### src/rtl/fetch_eip_ctrl.sv
// ---------------------------------------------------------------------------
// fetch_eip_ctrl
//   Next-EIP selection/control for the fetch unit's EIP register, which has a
//   2-bit load select. This block drives that select plus the three candidate
//   load values. It also buffers a branch redirect that arrives while fetch is
//   stalled, and produces the one-cycle boot load of RESET_VEC after reset.
//
// Ports
//   clk           clock
//   rst_n         asynchronous active-low reset
//   stall_i       fetch stalled; EIP must hold (exceptions still win)
//   eip_cur_i     current EIP register value
//   fetch_len_i   bytes consumed this cycle (0..16, 0 = no advance)
//   redir_vld_i   branch redirect request
//   redir_tgt_i   redirect target
//   exc_vld_i     exception / interrupt flush request
//   exc_vec_i     exception handler address
//   ld_o          EIP select: 00 hold, 01 data1, 10 data2, 11 data3
//   data1_o       sequential next EIP (eip_cur_i + fetch_len_i, wrapping)
//   data2_o       redirect target (live or buffered)
//   data3_o       exception vector, or RESET_VEC while booting
//   redir_pend_o  a buffered redirect is waiting
// ---------------------------------------------------------------------------
module fetch_eip_ctrl #(
  parameter int             N         = 32,
  parameter logic [N-1:0]   RESET_VEC = 32'hFFFF_FFF0
) (
  input  logic         clk,
  input  logic         rst_n,
  input  logic         stall_i,
  input  logic [N-1:0] eip_cur_i,
  input  logic [4:0]   fetch_len_i,
  input  logic         redir_vld_i,
  input  logic [N-1:0] redir_tgt_i,
  input  logic         exc_vld_i,
  input  logic [N-1:0] exc_vec_i,
  output logic [1:0]   ld_o,
  output logic [N-1:0] data1_o,
  output logic [N-1:0] data2_o,
  output logic [N-1:0] data3_o,
  output logic         redir_pend_o
);

  localparam logic [1:0] LD_HOLD = 2'b00;
  localparam logic [1:0] LD_SEQ  = 2'b01;
  localparam logic [1:0] LD_REDIR = 2'b10;
  localparam logic [1:0] LD_EXC  = 2'b11;

  typedef enum logic [1:0] {
    S_BOOT = 2'b00,
    S_RUN  = 2'b01,
    S_PEND = 2'b10
  } state_t;

  state_t       state_q, state_d;
  logic [N-1:0] buf_q, buf_d;
  logic         pend_q, pend_d;

  // Sequential next EIP: zero-extend the byte count, carry out is discarded.
  assign data1_o      = eip_cur_i + N'(fetch_len_i);
  assign redir_pend_o = pend_q;

  always_comb begin
    ld_o    = LD_HOLD;
    data2_o = redir_tgt_i;
    data3_o = exc_vec_i;
    state_d = state_q;
    buf_d   = buf_q;
    pend_d  = pend_q;

    case (state_q)
      S_RUN: begin
        if (exc_vld_i) begin
          ld_o = LD_EXC;
        end else if (redir_vld_i && !stall_i) begin
          ld_o = LD_REDIR;
        end else if (redir_vld_i) begin
          // Stalled redirect: remember it until fetch can move.
          buf_d   = redir_tgt_i;
          pend_d  = 1'b1;
          state_d = S_PEND;
        end else if (!stall_i && (fetch_len_i != 5'd0)) begin
          ld_o = LD_SEQ;
        end
      end

      S_PEND: begin
        // A live redirect in this cycle supersedes the buffered one.
        data2_o = redir_vld_i ? redir_tgt_i : buf_q;
        if (exc_vld_i) begin
          ld_o    = LD_EXC;
          buf_d   = '0;
          pend_d  = 1'b0;
          state_d = S_RUN;
        end else if (!stall_i) begin
          ld_o    = LD_REDIR;
          pend_d  = 1'b0;
          state_d = S_RUN;
        end else if (redir_vld_i) begin
          buf_d = redir_tgt_i;
        end
      end

      default: begin
        // BOOT (and the unused encoding): one unconditional reset-vector load.
        ld_o    = LD_EXC;
        data3_o = RESET_VEC;
        pend_d  = 1'b0;
        state_d = S_RUN;
      end
    endcase
  end

  always_ff @(posedge clk or negedge rst_n) begin
    if (!rst_n) begin
      state_q <= S_BOOT;
      buf_q   <= '0;
      pend_q  <= 1'b0;
    end else begin
      state_q <= state_d;
      buf_q   <= buf_d;
      pend_q  <= pend_d;
    end
  end

endmodule

### config.mk
export PLATFORM = sky130hd
export DESIGN_NAME = fetch_eip_ctrl
export DESIGN_NICKNAME = d
export VERILOG_FILES = /design/src/rtl/fetch_eip_ctrl.sv
export SDC_FILE = /design/constraint.sdc
export NUM_CORES = 1
export LEC_CHECK = 0
export ABC_AREA = 1
export CAP_MARGIN = 5
export CORE_MARGIN = 3
export CORE_UTILIZATION = 43
export DETAILED_ROUTE_END_ITERATION = 8
export PLACE_DENSITY_LB_ADDON = 0.3
export SYNTH_ARGS = -nofsm -noshare
export SYNTH_HDL_FRONTEND = slang
export SYNTH_SLANG_ARGS = --single-unit
### constraint.sdc
create_clock -name clk -period 4.39 [get_ports clk]
set_input_delay 0.878 -clock clk [delete_from_list [all_inputs] [get_ports clk]]
set_output_delay 0.878 -clock clk [all_outputs]
set_load 0.02 [all_outputs]
### Word level (Yosys, flattened, before mapping)

Cells that the tools add are included.

| storage, ports and cells | value |
|---|---|
| register bits after elaboration | 35 |
| latch bits | 0 |
| bits in writable memories | 0 |
| memory bits (read-only) | 0 |
| input port bits | 106 |
| output and inout port bits | 99 |
| word-level logic and storage cells | 46 |
| memories | 0 |

| operators by class | value |
|---|---|
| $add $sub $neg | 1 |
| multipliers | 0 |
| divide/modulo/power cells | 0 |
| order comparisons | 0 |
| equal/unequal tests | 7 |
| shift-type cells | 0 |
| multiplexer cells | 27 |
| bitwise gates (word level) | 0 |
| reductions and logical operators | 8 |

Operator list:

| kind | count |
|---|---|
| 2-to-1 mux 32 bit | 7 |
| case mux 32 bit (2 select lines) | 1 |
| adder 32 x 5 -> 32 bit | 1 |
| 2-to-1 mux 2 bit | 9 |
| case mux 2 bit (2 select lines) | 2 |
| AND reduction 4 bit | 2 |
| 2-to-1 mux 1 bit | 7 |
| inequality test 2 bit (second input constant) | 3 |
| inequality test 3 bit (second input constant) | 2 |
| nonzero test 5 bit | 1 |
| equality test 2 x 1 -> 1 bit (second input constant) | 1 |
| equality test 2 bit (second input constant) | 1 |
| logical AND 1 bit | 2 |
| case mux 1 bit (2 select lines) | 1 |
| nonzero test 2 bit | 1 |
| OR reduction 2 bit | 1 |
| logical NOT 1 bit | 1 |

### Logic depth before layout (Yosys ltp)

| depth | value |
|---|---|
| depth in word-level cells | 7 |
| depth in mapped cells | 10 |
| depth with buffers taken out | 10 |

### Worst setup path after synthesis

Ideal clock, no wire load.

| timing | value |
|---|---|
| kind | input-to-output |
| from | input port eip_cur_i[0] |
| to | output port data1_o[8] |
| arrival time | 2.303 ns |
| data required time | 3.512 ns |
| setup slack | 1.209 ns |
| stages on the path | 7 |
| path buffers | 0 |
| cells stage by stage | ha_1 > fa_1 > nand2_1 > nand2_1 > nand3_1 > o21ai_0 > xor2_1 |

| on the way | value |
|---|---|
| cells in the longest elaborated chain, start to end | 1 |

RTL lines:

| element | RTL line | source |
|---|---|---|
| start, declared | 31 | `input logic [N-1:0] eip_cur_i,` |
| adder 32 x 5 -> 32 bit | 60 | `assign data1_o = eip_cur_i + N'(fetch_len_i);` |
| end, declared | 38 | `output logic [N-1:0] data1_o,` |

Every way passes these cells.

### Worst setup path after layout

| timing | value |
|---|---|
| from | input port fetch_len_i[0] |
| to | output port data1_o[8] |

| on the way | value |
|---|---|
| cells in the longest elaborated chain, start to end | 1 |

RTL lines:

| element | RTL line | source |
|---|---|---|
| start, declared | 32 | `input logic [4:0] fetch_len_i,` |
| adder 32 x 5 -> 32 bit | 60 |  |

Every way passes these cells.

==> impl_metrics.yaml <==
status:
  outcome: "complete, no violations"
worst_setup_path:
  crit_slowest_cell: "clkdlybuf4s50_1"
  rr_startpoint: "state_q[0]$_DFFE_PN0P_"
  critPathLaunchType: "input pin"
  cp.buffers_inverters: 2
  worstPathMaxFanout: 5
  critical_path.cell_chain: "clkdlybuf4s50_1 > ha_1 > fa_1 > nand2_1 > nand2_1 > nand3_1 > o21ai_0 > xor2_1 > clkdlybuf4s50_1"
  crit_family: "buffers and inverters"
  rrSetupSlack_ns: 2.02
  worstSetupPathType: "in -> out"
  critical-path-max-stage-delay_ns: 0.66
  critPathCapture: "data1_o[8]"
  worst_r2r_endpoint: "buf_q[0]$_DFFE_PN0P_"
  crit_start: "fetch_len_i[0]"
  crit_arrival_ns: 3.39
  worstPathRequired_ns: 3.51
  crit_cells: 9
  reg2regPathDepth: 8
  end_kind: "primary output"
pwr:
  intPower_w: 0.001622
  switching_share_pct: 46.66
  seqPwrFrac_pct: 17.1
  irDropWorstVdd_mv: 0.4542
  finalPower_w: 0.003041
  p_per_area_nw_per_um2: 519.4
  power.switching_w: 0.001419
  combPwrFrac_pct: 73.9
  p_leak_nw: 2.764
  p_clk_share_pct: 9.1
routing:
  drt-total-wl_mm: 11.66
  drtIter0Drc: 176
  ant_nets: 0
  viasPerCell: 4.945
  drc: 0
  vias: 4599
  drt_pass1_iterations: 5
  wire_per_inst_um: 12.54
placed_design:
  placed_cells: 922
  post-dp-hpwl_mm: 9.423
  gp_congestion: 0.9277
  place_area_um2: 5743
  portBuffers: 204
logic_synthesis:
  yosysWarnings: 0
  synth_nets: 751
  synthDistinctLibCells: 26
  netlist_area_um2: 3705
  synth_cells: 637
  synth.avg_cell_area_um2: 5.816
  synth_seq_area_share_pct: 22.97
  ys_seq_elements: 34
clocking:
  cts.path.max_buffers: 2
  numCtsBuffers: 5
  cts_root_buf: "clkbuf_8"
  cts_tree: "yes"
  cts_htree_levels: 2
  worstSkewPairLatency_ns: 0.28
  clk_pin_slew_ns: 0.07
  cts_resized: 0
  ctsHoldBuffers: 0
  postCtsSetupRepairBufs: 0
  cts.sinks: 34
cells_and_area:
  drive_gt1_share_pct: 8.727
  regArea_um2: 850.8
  mostFrequentLayoutCells: "228 x nand2_1, 203 x clkdlybuf4s50_1, 81 x nor2_1"
  fillCellCount: 705
  multi_input_area_um2: 2419
  antenna_cells: 0
  fin_area_um2: 5856
  layout_commonest_cell: "nand2_1"
  fin_util_pct: 70.56
  fin_cells: 930
  nNetsFinal: 938
  area_growth_pct: 58.05
timing:
  rsz0062_at_grt: "false"
  period_needed_ns: 4.266
  setup_viol: 0
  worst_pin_slew_ns: 1.008
  finalSetupTns_ns: 0
  fmax_mhz: 234.4
  drv_slew: 0
  finalCritPeriodShare_pct: 97.18
  finalHoldViolCount: 0
  relSlewSlack_pct: 32.75
  finClkSkew_ns: 0.005794
flow_run:
  maxCapViolations: 0
global_route:
  grt_usage_pct: 24.00
  grt_pass1_vias: 4362
  overflow: 0
  grt_pass1_wl_mm: 19.84
  grt_max_degree: 66
  antenna_found_initial: 0
die:
  die_y_um: 98.82
  dieWidth_um: 98.82
  die-area_um2: 9765
  core_um2: 8299
  ios: 205
  start_util_pct: 44.64
  rows: 33
min_path:
  holdCritPathClass: "reg -> reg"
==> per-layer routing <==
layer / share of wire, % / up-vias / GRT usage, %
met3: 7.4 / 31 / 4.954
met5: 0 / - / 0
li1: - / 2368 / -
met1: 40 / 2016 / 28.84
met4: 3.2 / 0 / 7.773
met2: 50 / 184 / 42.61
==> worst min-delay path by stage <==
stage / from / to / slack, ns / cells after the start
floorplan: buf_q[11]$_DFFE_PN0P_ / buf_q[11]$_DFFE_PN0P_ / 0.49 / 2
global placement: state_q[0]$_DFFE_PN0P_ / state_q[0]$_DFFE_PN0P_ / 0.50 / 1
detailed placement: buf_q[13]$_DFFE_PN0P_ / buf_q[13]$_DFFE_PN0P_ / 0.51 / 2
CTS: buf_q[13]$_DFFE_PN0P_ / buf_q[13]$_DFFE_PN0P_ / 0.52 / 2
global route: buf_q[6]$_DFFE_PN0P_ / buf_q[6]$_DFFE_PN0P_ / 0.54 / 2
finish: buf_q[13]$_DFFE_PN0P_ / buf_q[13]$_DFFE_PN0P_ / 0.52 / 2
==> worst min-delay path, stage by stage (launching register included) <==
cell	delay, ns
dfrtp_1	0.32
inv_1	0.05
o21ai_1	0.11
==> power groups by stage <==
stage	Combinational (W)	Sequential (W)	Clock, W
finish	0.00225	0.000519	0.000275
global route	0.00247	0.000535	0.000300
CTS	0.00227	0.000521	0.000283
detailed placement	0.00226	0.000525	0
global placement	0.00221	0.000520	0
floorplan	0.00148	0.000518	0
==> kinds of logic (layout without fill, tap and decap cells) <==
kind of cell | Yosys count | after routing | synth area share [%]
simple gates | 378 | 378 | 42.72
compound gates | 103 | 103 | 16.89
buf+inv | 103 | 291 | 11.92
flops | 34 | 34 | 22.97
xor+xnor | 11 | 11 | 2.601
fa+ha+maj | 8 | 8 | 2.904
==> stage by stage <==
stage	hold slack (ns)	worst slack, ns
floorplan	0.4862	1.209
global placement	0.4987	0.2262
detailed placement	0.5062	0.1501
CTS	0.5226	0.1488
global route	0.5442	0.004365
finish	0.5163	0.1239
==> final cells by class <==
cell class              instances  area share [%]
multi-input cells             500           41.30
repair buffers                208           35.30
flip-flops and latches         34           14.53
inverters                      75           4.808
well taps                     105           2.244
clock buffers                   7           1.303
clock inverters                 1          0.5128
==> cell usage after synthesis (all sizes together) <==
cell	n	share of area [%]
xnor2	3	0.71
o21a	1	0.20
or2	28	4.7
dfrtp	34	23
buf	10	2.5
nor3	3	0.84
nand2	229	23
nor2	81	8.2
o21ai	101	16
clkbuf	18	1.8
inv	75	7.6
nand3	20	2.7
nand3b	5	1.0
xor2	8	1.9
and2	2	0.34
a21boi	1	0.20
ha	7	2.4
nand4	10	1.7
fa	1	0.54
==> registers in the layout (all words and copies together), names as in the netlist <==
register / count
state_q: 2
buf_q: 32
Note: power is estimated with default switching activity, not from simulation.
==> RTL change 1 (same flow settings) <==
Re-encode `state_t` (3 states) as one-hot, 3 bits wide.
--- a/src/rtl/fetch_eip_ctrl.sv
+++ b/src/rtl/fetch_eip_ctrl.sv
@@ -46,10 +46,10 @@
   localparam logic [1:0] LD_REDIR = 2'b10;
   localparam logic [1:0] LD_EXC  = 2'b11;
 
-  typedef enum logic [1:0] {
-    S_BOOT = 2'b00,
-    S_RUN  = 2'b01,
-    S_PEND = 2'b10
+  typedef enum logic [2:0] {
+    S_BOOT = 3'b001,
+    S_RUN  = 3'b010,
+    S_PEND = 3'b100
   } state_t;
 
   state_t       state_q, state_d;
Formal check against the unedited RTL: no difference found for any inputs over 10 cycles, from zero or initial values and one cycle with rst_n low; not proved beyond that.
==> RTL change 1 against the unedited design <==
- sequential cell count increased by 1
- highest routed layer unchanged
- utilization rose by 0.40 points
- count of clock-buffer cells in the layout fell by 2
- worst setup slack gained 0.10 ns
- fmax increased by 2.4%
- final area up 1.1%
- wire length rose by 5.8%
- critical path depth rose by 1
- synthesized area up 1.7%
- die area grew 1.6%
Power is not compared: it rests on default switching activity, and its combinational part moved more than twofold at a synthesized area within 25%.
==> RTL change 1: results (changes against the unedited design) <==
| Metric | Value |
|---|---|
| Status | `complete, no violations` |
| Syn_nets | `746 (-0.67%)` |
| CTS root buf | `clkbuf_8` |
| Mux cell area share after synthesis | `0% (unchanged)` |
| First-pass GRT wire length | `20120 µm (+1.4%)` |
| # diodes | `0 (unchanged)` |
| Post-Synth XOR/XNOR Area | `2.558% (-0.042 points)` |
| Syn_area_per_cell | `5.940 µm² (+2.1%)` |
| Clock Latency Late Sink | `between 0.2 and 0.3 ns` |
| Net count, final | `932 (-0.64%)` |
| Number of H-tree levels | `2 (unchanged)` |
| Peak supply drop | `0.2334 mV` |
| Post-Synth Adder-Cell Area | `2.193% (-0.71 points)` |
| Leakage | `2.707 nW` |
| Min-delay src | `buf_q[8]$_DFFE_PN0P_` |
| RR Startpoint | `state_q[1]$_DFFE_PN0P_` |
| Seq/Total Area, Yosys | `23.29% (+0.32 points)` |
| Setup violations, final | `0 (unchanged)` |
| GP Congestion | `0.9310 (+0.36%)` |
| Crit path DAT | `3.29 ns (-0.10 ns)` |
| Dpl cells | `918 (-0.43%)` |
| Synth async-reset ratio | `100.0% (unchanged)` |
| Clock transition at path regs | `0.07 ns (about the same)` |
| Worst slew pin tran | `1.085 ns (+0.07770 ns)` |
| Largest net degree at the start of global routing | `68 (+3.0%)` |
| Synth top area cells | `nand2_1, dfrtp_1, o21ai_0` |
| Top Registers | `buf_q x32, state_q x3` |
| Synth Flop Type | `dfrtp_1` |
| Compound-Gate Fraction of Synth Area | `16.98% (+0.091 points)` |
| CTS Buf Count | `5 (unchanged)` |
| Wirelength per Cell | `13.33 µm (+6.3%)` |
| HP Class | `flip-flop to flip-flop` |
| DRT iter0 DRCs | `204 (+16%)` |
| Bufs on Longest Clock Path | `2 (unchanged)` |
| Worst setup path start | `fetch_len_i[0]` |
| Fillers | `714 (+1.3%)` |
| Initial antenna violation count | `0 (unchanged)` |
| Post-Layout Cell Count | `926 (-0.43%)` |
| Distinct cells, synth | `30 (+15%)` |
| CP Max Fanout | `8 (+3)` |
| Via Count | `4631 (+0.70%)` |
| YS warnings | `0 (unchanged)` |
| Post-route clock skew | `0.005606 ns (-0.0001877 ns)` |
| Hpwl dp | `9728 µm (+3.2%)` |
| All-Layer GR Usage | `24.29% (+0.29 points)` |
| Post-CTS Setup Bufs | `0 (unchanged)` |
| Layout cells sized above 1 | `9.744% (+1.0 points)` |
| Initial DRT Pass Iterations | `4 (-1)` |
| Top cells by count, synth | `nand2_1, inv_1, o21ai_0` |
| Number of global-route vias before repair | `4337 (-0.57%)` |
| Port-buffer cells | `204 (unchanged)` |
RTL change 1: cell families (layout without fill, tap and decap cells):
logic type | count (synthesis) | in the layout
compound gates | 102 | 102
xor+xnor | 11 | 11
fa+ha+maj | 6 | 6
buf+inv | 105 | 292
flops | 35 | 35
other cells | 1 | 1
simple gates | 374 | 374
RTL change 1: path summary, 6_finish.rpt:
path                                                to  slack, ns  depth (start not counted)
worst max-delay path                       data1_o[20]       0.22                         10
worst min-delay path              buf_q[8]$_DFFE_PN0P_       0.49                          2
worst max register to register   buf_q[11]$_DFFE_PN0P_       1.89                          7
worst min register to register    buf_q[8]$_DFFE_PN0P_       0.49                          2
max in group asynchronous       state_q[0]$_DFFE_PN1P_       3.05                          2
min in group asynchronous         buf_q[1]$_DFFE_PN0P_       0.99                          2
RTL change 1: layout make-up:
cell class | instances | area share (%)
clock buffer | 5 | 1.163
clock inverter | 3 | 1.142
inverter | 77 | 4.884
multi-input combinational | 494 | 40.68
sequential | 35 | 14.82
tap | 105 | 2.220
timing repair buffer | 207 | 35.10
RTL change 1: what timing repair did:
item,4_1_cts,5_1_grt
setup endpoints to repair,0,1
resized for setup,0,1
endpoints found under the hold margin,0,0
RTL change 1: stage by stage:
step	total power [W]	util [%]	hold slack (ns)	area, µm²	setup slack, ns
6_report	0.001460	70.96	0.4867	5918	0.2249
5_1_grt	0.001550	70.96	0.5003	5918	0.09443
4_1_cts	0.001467	70.93	0.4872	5916	0.1599
3_3_place_gp	0.001087	69.29	0.4648	5779	0.2430
2_1_floorplan	0.0008275	-	0.4553	3766	1.266
3_5_place_dp	0.001111	69.29	0.4673	5779	0.1725
RTL change 1: metal layers:
layer,global-route usage [%],wire [µm],vias to the layer above
met3,4.488,987,18
li1,-,-,2340
met4,6.303,227,0
met5,0,0,-
met2,42.61,6110,190
met1,30.63,5014,2083
RTL change 1: power by group:
| part | switching (W) | internal, W |
|---|---|---|
| Clock | 0.000127 | 0.000227 |
| Combinational | 0.000350 | 0.000316 |
| Sequential | 0.0000417 | 0.000399 |
RTL change 1: critical path, cell delays in order:
cell and delay [ns]:
clkdlybuf4s50_1 0.49, ha_1 0.22, fa_1 0.27, nand2_1 0.07, nand2_1 0.12, nand2_1 0.14, o21ai_4 0.28, nand3_1 0.10
nand2_1 0.09, clkdlybuf4s50_1 0.62
==> RTL change 2 (config.mk and constraints unchanged) <==
Made on the original files. Change the parameter `N` from 32 to 64.
--- a/src/rtl/fetch_eip_ctrl.sv
+++ b/src/rtl/fetch_eip_ctrl.sv
@@ -22,7 +22,7 @@
 //   redir_pend_o  a buffered redirect is waiting
 // ---------------------------------------------------------------------------
 module fetch_eip_ctrl #(
-  parameter int             N         = 32,
+  parameter int             N         = 64,
   parameter logic [N-1:0]   RESET_VEC = 32'hFFFF_FFF0
 ) (
   input  logic         clk,
Ports: changed (6 resized); port bits go from 205 to 397. The function was not compared with the original's and may differ.
==> RTL change 2 against the unedited design <==
- total power rose by 84%
- sequential cell count rose by 32
- wire length increased to 2.7 times the old value
- sequential share of layout area fell by 0.42 points
- worst setup slack better by 0.025 ns
- fmax up 0.58%
- final area grew 100%
- critical endpoint is now data1_o[55]
- global-route usage increased by 8.4 points
- synthesized area grew 96%
- critical path depth is 2 higher
==> RTL change 2: results (changes against the unedited design) <==
| Metric | Value |
|---|---|
| Synth async-reset ratio | `100.0% (unchanged)` |
| CP Max Fanout | `6 (+1)` |
| HP Class | `flip-flop to flip-flop` |
| Clock Latency Late Sink | `0.34 ns (+0.06 ns)` |
| Synth-to-layout area growth | `61.50%` |
| Number of global-route vias before repair | `9148 (+110%)` |
| Area of the multi-input gates | `4713 µm² (+95%)` |
| Top cells by count, synth | `nand2_1, nor2_1, inv_1` |
| Setup slack at placement | `0.1360 ns (-0.01409 ns)` |
| Fillers | `1314 (+86%)` |
| Nonclk buf count | `408 (+96%)` |
| Post-CTS sizing | `0 (unchanged)` |
| YS warnings | `0 (unchanged)` |
| Sw Ratio | `45.81% (-0.85 points)` |
| Syn_nets | `1431 (+91%)` |
| All-Layer GR Usage | `32.42% (+8.4 points)` |
| Clk_buf instances | `12 (+5)` |
| Multi-input combinational area share | `40.26% (-1.0 points)` |
| Hpwl dp | `24780 µm (+160%)` |
| TritonCTS Sinks | `66 (+94%)` |
| CP max-delay cell | `clkdlybuf4s50_1` |
| Largest net degree at the start of global routing | `77 (+17%)` |
| # diodes | `2 (+2)` |
| Post-Layout Cell Count | `1808 (+94%)` |
| ClkCell Share | `2.897% (+1.1 points)` |
| Post-route clock skew | `0.008246 ns (+0.002452 ns)` |
| Worst slew pin tran | `1.028 ns (+0.02059 ns)` |
| Top delay family on crit path | `buffers and inverters` |
| First-pass GRT wire length | `47310 µm (+140%)` |
| Leakage | `5.148 nW (+86%)` |
| Seq/Total Area, Yosys | `22.79% (-0.18 points)` |
| Top Registers | `buf_q x64, state_q x2` |
| Port-buffer cells | `396 (+94%)` |
| Via Count | `9300 (+100%)` |
| Seq pwr | `0.000956 W (+84%)` |
| CTS Buf Count | `9 (+4)` |
| Bufs on Longest Clock Path | `2 (unchanged)` |
| Non-clk invs | `171 (+130%)` |
| Distinct cells, synth | `35 (+35%)` |
| DP Area | `11350 µm² (+98%)` |
| Layout cells sized above 1 | `7.736% (-0.99 points)` |
| Peak supply drop | `0.4851 mV (+6.8%)` |
| CTS tree | `done` |
| Initial antenna violation count | `2 (+2)` |
| CP max stage delay | `0.61 ns (-0.05 ns)` |
| Multi-input gate count | `929 (+86%)` |
| CTS root buf | `clkbuf_16` |
| Crit path DAT | `3.36 ns (-0.03 ns)` |
| Area share of buffers outside the clock network | `34.89% (-0.41 points)` |
| Initial DRT Pass Iterations | `6 (+1)` |
| GP Congestion | `0.9953 (+7.3%)` |
| Number of H-tree levels | `3 (+1)` |
| Post-CTS Setup Bufs | `0 (unchanged)` |
| Storage element area | `1652 µm² (+94%)` |
| Mapped Cells | `1221 (+92%)` |
| DRT iter0 DRCs | `753 (+330%)` |
| Synth top area cells | `dfrtp_1, nand2_1, nor2_1` |
| Status | `complete, no violations` |
| Wirelength per Cell | `17.23 µm (+37%)` |
| Clk pwr | `0.000810 W (+190%)` |
RTL change 2: changes by cell type in the layout (fill, tap and decap cells not counted), moves of 19 or more:
cell and change:
a21oi_1 +64, clkdlybuf4s50_1 +186, dfrtp_1 +32, inv_1 +92, nand2_1 +34, nand2_2 +22, nand3_1 +19, nand3b_1 +70
nor2_1 +109, o21ai_0 +20, o21ai_1 +46, o21ai_2 -29
RTL change 2: per-layer routing:
layer / global-route usage (%) / part of all wire, % / vias to the layer above
met1: 36.99 / 38 / 4291
met2: 59.04 / 51 / 379
met3: 8.105 / 8.5 / 52
met4: 10.75 / 2.8 / 0
met5: 0 / 0 / -
li1: - / - / 4578
RTL change 2: logic make-up (layout without fill, tap and decap cells):
family | count (synthesis) | count (layout) | synth area share (%)
other cells | 0 | 2 | 0
xor+xnor | 36 | 36 | 4.350
simple gates | 677 | 677 | 44.45
fa+ha+maj | 8 | 8 | 1.485
buf+inv | 226 | 595 | 12.34
compound gates | 208 | 208 | 14.59
flops | 66 | 66 | 22.79
RTL change 2: worst paths after layout:
kind / from / endpoint / slack [ns] / cells after the start
setup / recovery: fetch_len_i[2] / data1_o[55] / 0.15 / 11
hold / removal: buf_q[2]$_DFFE_PN0P_ / buf_q[2]$_DFFE_PN0P_ / 0.51 / 2
setup reg to reg: state_q[0]$_DFFE_PN0P_ / buf_q[49]$_DFFE_PN0P_ / 1.61 / 8
hold reg to reg: buf_q[2]$_DFFE_PN0P_ / buf_q[2]$_DFFE_PN0P_ / 0.51 / 2
max in group asynchronous: rst_n / buf_q[26]$_DFFE_PN0P_ / 2.85 / 2
min in group asynchronous: rst_n / buf_q[4]$_DFFE_PN0P_ / 0.55 / 1
